==> src/rtl/muldiv_pkg.sv <==
`default_nettype none
// ============================================================================
//  Module      : muldiv_pkg
//  Description : Shared funct codes, result-select encodings, sequencer states
//  Revision    : 1.0 - initial release
// ============================================================================
package muldiv_pkg;

    localparam logic [5:0] AND   = 6'b100100;
    localparam logic [5:0] OR    = 6'b100101;
    localparam logic [5:0] ADD   = 6'b100000;
    localparam logic [5:0] SUB   = 6'b100010;
    localparam logic [5:0] SLT   = 6'b101010;
    localparam logic [5:0] MFHI  = 6'b010000;
    localparam logic [5:0] MFLO  = 6'b010010;
    localparam logic [5:0] MULTU = 6'b011001;

    localparam logic [1:0] SEL_ALU  = 2'd0;
    localparam logic [1:0] SEL_HI   = 2'd1;
    localparam logic [1:0] SEL_LO   = 2'd2;
    localparam logic [1:0] SEL_ZERO = 2'd3;

    typedef enum logic [1:0] {
        IDLE = 2'd0,
        MUL  = 2'd1,
        DONE = 2'd2
    } state_t;

    function automatic logic [1:0] decode_sel(input logic [5:0] f);
        case (f)
            AND, OR, ADD, SUB, SLT: decode_sel = SEL_ALU;
            MFHI:                   decode_sel = SEL_HI;
            MFLO:                   decode_sel = SEL_LO;
            default:                decode_sel = SEL_ZERO;
        endcase
    endfunction

endpackage
`default_nettype wire

==> src/rtl/muldiv_seq_ctrl_mul_iter.sv <==
`default_nettype none
// ============================================================================
//  Module      : mul_iter
//  Description : One shift-add multiply step (conditional add, shift right 1)
//  Revision    : 1.0 - initial release
// ============================================================================
module mul_iter #(
    parameter int WIDTH = 32
) (
    input  logic [2*WIDTH-1:0] i_product,
    input  logic [WIDTH-1:0]   i_mcand,
    output logic [2*WIDTH-1:0] o_product
);

    logic [WIDTH:0] w_upper;

    // The add carry lands in the top bit so the shifted product stays exact.
    always_comb begin
        w_upper = {1'b0, i_product[2*WIDTH-1:WIDTH]};
        if (i_product[0]) begin
            w_upper = {1'b0, i_product[2*WIDTH-1:WIDTH]} + {1'b0, i_mcand};
        end
    end

    assign o_product = {w_upper, i_product[WIDTH-1:1]};

endmodule
`default_nettype wire

==> src/rtl/muldiv_seq_ctrl.sv <==
`default_nettype none
// ============================================================================
//  Module      : muldiv_seq_ctrl
//  Description : Result-select decode, Hi/Lo ownership, sequential MULTU
//  Revision    : 1.0 - initial release
// ============================================================================
module muldiv_seq_ctrl
    import muldiv_pkg::*;
#(
    parameter int WIDTH = 32,
    parameter int CNT_W = 6
) (
    input  logic             clk,
    input  logic             reset,
    input  logic             start,
    input  logic [5:0]       funct,
    input  logic [WIDTH-1:0] op_a,
    input  logic [WIDTH-1:0] op_b,
    output logic [1:0]       sel,
    output logic [WIDTH-1:0] hi_out,
    output logic [WIDTH-1:0] lo_out,
    output logic             busy,
    output logic             done,
    output logic             stall
);

    state_t             r_state;
    state_t             w_state_next;
    logic [2*WIDTH-1:0] r_product;
    logic [2*WIDTH-1:0] w_product_next;
    logic [WIDTH-1:0]   r_mcand;
    logic [CNT_W-1:0]   r_count;
    logic [WIDTH-1:0]   r_hi;
    logic [WIDTH-1:0]   r_lo;
    logic               w_accept;
    logic               w_last;
    logic               w_hilo_op;

    mul_iter #(
        .WIDTH (WIDTH)
    ) u_mul_iter (
        .i_product (r_product),
        .i_mcand   (r_mcand),
        .o_product (w_product_next)
    );

    // A MULTU is taken from IDLE or DONE; during MUL it is stalled instead.
    assign w_accept  = start && (funct == MULTU) && (r_state != MUL);
    assign w_last    = (r_count == CNT_W'(WIDTH - 1));
    assign w_hilo_op = (funct == MFHI) || (funct == MFLO) || (funct == MULTU);

    assign sel    = decode_sel(funct);
    assign hi_out = r_hi;
    assign lo_out = r_lo;

    always_ff @(posedge clk) begin
        if (reset) begin
            r_state <= IDLE;
        end else begin
            r_state <= w_state_next;
        end
    end

    always_comb begin
        w_state_next = r_state;
        busy         = 1'b0;
        done         = 1'b0;
        stall        = 1'b0;
        case (r_state)
            IDLE: begin
                if (w_accept) w_state_next = MUL;
            end
            MUL: begin
                busy  = 1'b1;
                stall = start && w_hilo_op;
                if (w_last) w_state_next = DONE;
            end
            DONE: begin
                done         = 1'b1;
                w_state_next = w_accept ? MUL : IDLE;
            end
            default: w_state_next = IDLE;
        endcase
    end

    always_ff @(posedge clk) begin
        if (reset) begin
            r_product <= '0;
            r_mcand   <= '0;
            r_count   <= '0;
            r_hi      <= '0;
            r_lo      <= '0;
        end else if (w_accept) begin
            r_product <= {{WIDTH{1'b0}}, op_b};
            r_mcand   <= op_a;
            r_count   <= '0;
        end else if (r_state == MUL) begin
            r_product <= w_product_next;
            r_count   <= r_count + CNT_W'(1);
            if (w_last) begin
                r_hi <= w_product_next[2*WIDTH-1:WIDTH];
                r_lo <= w_product_next[WIDTH-1:0];
            end
        end
    end

endmodule
`default_nettype wire

==> config.mk <==
export PLATFORM = sky130hd
export DESIGN_NAME = muldiv_seq_ctrl
export DESIGN_NICKNAME = d
export VERILOG_FILES = /design/src/rtl/muldiv_pkg.sv /design/src/rtl/muldiv_seq_ctrl_mul_iter.sv /design/src/rtl/muldiv_seq_ctrl.sv
export SDC_FILE = /design/constraint.sdc
export NUM_CORES = 1
export LEC_CHECK = 0
export BUFFER_PORTS_ARGS = -buffer_cell sky130_fd_sc_hd__buf_2
export CORE_ASPECT_RATIO = 2
export CORE_MARGIN = 1
export CORE_UTILIZATION = 45
export DETAILED_ROUTE_END_ITERATION = 6
export PLACE_DENSITY = 0.76
export SLEW_MARGIN = 10
export SYNTH_ARGS = -nofsm -noshare
export SYNTH_HDL_FRONTEND = slang
export SYNTH_HIERARCHICAL = 1
export SYNTH_SLANG_ARGS = --single-unit
export TNS_END_PERCENT = 20
==> constraint.sdc <==
create_clock -name clk -period 5.6 [get_ports clk]
set_input_delay 0.28 -clock clk [delete_from_list [all_inputs] [get_ports clk]]
set_output_delay 0.28 -clock clk [all_outputs]
set_load 0.1 [all_outputs]
==> summary.md <==
| Metric | Value |
|---|---|
| Status | finished, final reports clean |
| Largest family of logic cells by synthesized area | compound AO/OA/AOI/OAI gates |
| Clock period minus worst slack | 3530 ps |
| # clock sinks | 168 |
| Num rows | 72 |
| Die Height | 201 um |
| Initial antenna violation count | 1 |
| R2r setup slk | 2420 ps |
| Multi-input logic area | 4870 um2 |
| Antenna Nets Post-Route | 0 |
| Root Driver | clkbuf_16 |
| Crit share post-route | 0.631 |
| Post-Route WL | 26.2 mm |
| Routability-driven placement congestion ratio | 0.969 |
| Ports | 142 |
| FF-to-FF End | r_product[61]$_SDFFE_PP0P_ |
| CP max FO | 84 |
| Area share of fa/ha/maj cells after synthesis | 0.0486 |
| Net Sw Frac | 0.245 |
| Reg clk slew, reported paths | 70 ps |
| Post-synth EDFFs | 0 |
| RSZ-0062 raised after global routing | false |
| Synthesized Nets | 1,150 |
| Worst path required time | 5320 ps |
| Post-synthesis xor/xnor area fraction | 0.0216 |
| Post-place setup slack | 2560 ps |
| # setup viols final | 0 |
| First-pass GRT wire length | 41.7 mm |
| Via count | 8,247 |
| Register area share after synthesis | 0.377 |
| Reg area | 3360 um2 |
| Final WS setup | 2070 ps |
| Hpwl dp | 17.7 mm |
| Syn Area/Cell | 8.54 um2 |
| Core ar. | 19,400 um2 |
| Worst Hold End | r_mcand[17]$_SDFFE_PP0P_ |
| CTS H-tree lvls | 4 |
| Power Total | 2.48 mW |
| DRT Pass-1 Iters | 5 |
| Predominant post-synthesis flop cell | dfxtp_1 |
| Final hold vios | 0 |
| Max Freq | 0.283 GHz |
| Combinational share of power | 0.042 |
| Max-cap viol count | 0 |
| GRT Total Usage | 0.265 |
| Int Power | 1.88 mW |
| Fillers | 1,855 |
| Rel. slew slack | 0.356 |
| Net total in the final layout | 1,200 |
| P_leak | 3.96 nW |
| Setup Skew | 18.5 ps |
| Cell Pwr Density | 249 nW/um2 |
| Slew @ Worst Pin | 957 ps |
| DRC Markers | 0 |
| Grt ovf | 0 |
| Share of layout cells above drive strength 1 | 0.201 |
| Setup TNS | 0 ps |
| Warnings, synthesis | 6 |
| Synth Instances | 1,043 |
| Hold depth | 3 |
| Cts bufs inserted | 17 |
| Crit Path Category | reg -> out |
| DR iter-0 viols | 436 |
| Post-CTS Resized | 0 |
| Worst skew pair latency | 450 ps |
| Count of cell types in the netlist | 70 |
| Starting Density | 0.460 |
| Post-CTS Hold Fix Bufs | 0 |
| CTS tree | built |
| Die area | 20,400 um2 |
| Area Overhead vs Synth | 12.1% |
| Vias in the first global route | 8,288 |
| Complex-gate fraction of the synthesized area | 0.280 |
| CP Launch Type | flip-flop |
| Power share of the clock group | 0.475 |
| Post-Syn Area | 8910 um2 |
| Reg2Reg Depth | 9 |
| Peak VDD IR | 0.203 mV |
| CP endpoint kind | output port |
| Largest net degree at the start of global routing | 85 |
| Avg WL per Cell | 19.2 um |
| Drt via density | 6.04 |
| Post CTS Setup Buffer Count | 0 |
| Chip Width | 102 um |
| Mux share of post-synthesis cell area | 0.0264 |
| CTS Buffer Depth | 2 |
| Hold_sp | op_a[17] |
| IO buf count | 141 |
| R2R Path Start | r_product[49]$_SDFFE_PP0P_ |
| Switch Pwr | 0.608 mW |
| Slew Viols, Final | 0 |
| Min-Delay Path Class | in -> reg |
| Reg power frac | 0.483 |
| Yosys reg bits | 168 |
| Async SR Flop Fraction | 0 |
| Critical path arrival | 3250 ps |
| Post-Synth Simple-Gate Area | 0.165 |
-- routing by layer --
| metal | GRT usage | vias up | part of all wire |
|---|---|---|---|
| met5 | 0 | - | 0 |
| met4 | 0.170 | 0 | 0.050 |
| met3 | 0.0526 | 80 | 0.048 |
| met2 | 0.470 | 302 | 0.53 |
| met1 | 0.274 | 3906 | 0.37 |
| li1 | - | 3959 | - |
-- sequential cells by signal, summed over array words and instances (netlist names) --
signal / cells
r_mcand: 32
r_product: 64
r_count: 6
lo_out: 32
r_state: 2
hi_out: 32
-- worst max path at each step --
stage | from | end | slack [ps] | cells after the start
floorplan | r_product[32]$_SDFFE_PP0P_ | hi_out[13]$_SDFFE_PP0P_ | 2950 | 9
global placement | r_state[0]$_SDFFE_PP0P_ | stall | 2580 | 5
detailed placement | r_state[0]$_SDFFE_PP0P_ | stall | 2560 | 5
CTS | r_state[0]$_SDFFE_PP0P_ | stall | 2070 | 5
global route | r_state[0]$_SDFFE_PP0P_ | stall | 1840 | 5
finish | r_state[0]$_SDFFE_PP0P_ | stall | 2070 | 5
-- kinds of logic after synthesis --
kind of cell / Yosys count
fa+ha+maj: 34
flops: 168
mux: 21
simple gates: 304
compound gates: 361
buf+inv: 133
xor+xnor: 22
-- synthesized netlist by cell type, drive strengths merged (3+ instances only) --
library cell	instances	area share
o21ai	60	0.034
a221oi	3	0.0049
o31ai	38	0.032
o211ai	4	0.0039
dfxtp	168	0.38
ha	33	0.046
nor2b	3	0.0021
a211oi	5	0.0048
buf	78	0.058
clkbuf	44	0.019
and3	5	0.0035
nor2	55	0.023
and2	3	0.0021
o21bai	7	0.0059
a21o	11	0.0094
xnor2	15	0.015
a21oi	110	0.062
mux2	17	0.022
nand2b	6	0.0042
nand2	108	0.045
o21a	5	0.0042
nor4	5	0.0042
nand3b	3	0.0025
xor2	7	0.0069
mux2i	4	0.0045
inv	11	0.0046
a211o	5	0.0059
nand3	47	0.026
or3	5	0.0035
nor3	8	0.0045
a311oi	33	0.032
a22o	64	0.063
nand4	46	0.032
-- critical path, stage by stage, from the launching register on --
cell,delay [ps]
dfxtp_1,430
nand2b_4,500
inv_2,710
buf_4,490
and3_1,210
buf_2,420
-- stage by stage --
| stage | hold WS (ps) | std cells | utilization | instance area [um2] |
|---|---|---|---|---|
| final | 83.9 | 1366 | 0.516 | 9990 |
| after global routing | 80.4 | 1366 | 0.516 | 9990 |
| after CTS | 59.2 | 1365 | 0.516 | 9980 |
| after detailed placement | 460 | 1333 | 0.485 | 9400 |
| after global placement | 455 | 1333 | 0.485 | 9400 |
| after floorplan | 430 | 1043 | - | 8910 |
-- cells in the final DEF (no fill, tap or decap), types with 37 or more instances in the layout --
cell	netlist	final
a21oi_1	110	110
a22o_1	64	64
buf_2	23	141
dfxtp_1	168	168
nand2_1	108	108
nand3_1	47	47
nand4_1	46	46
nor2_1	55	55
o21ai_0	56	56
o31ai_1	38	37
-- final cells by class --
cell class | instances | area share
Clock inverter | 13 | 0.0134
Tap cell | 259 | 0.0324
Inverter | 11 | 0.00413
Antenna cell | 1 | 0.000251
Multi-Input combinational cell | 742 | 0.488
Clock buffer | 19 | 0.0454
Sequential cell | 168 | 0.337
Timing Repair Buffer | 153 | 0.0797
-- power groups by stage --
stage          Clock (mW)  Sequential (mW)  Combinational [mW]
6_report             1.18             1.20               0.103
3_3_place_gp            0             1.23               0.101
3_5_place_dp            0             1.23               0.102
4_1_cts              1.20             1.20               0.103
5_1_grt              1.25             1.20               0.111
2_1_floorplan           0             1.23              0.0648
Power figures use the tool's default switching activity.
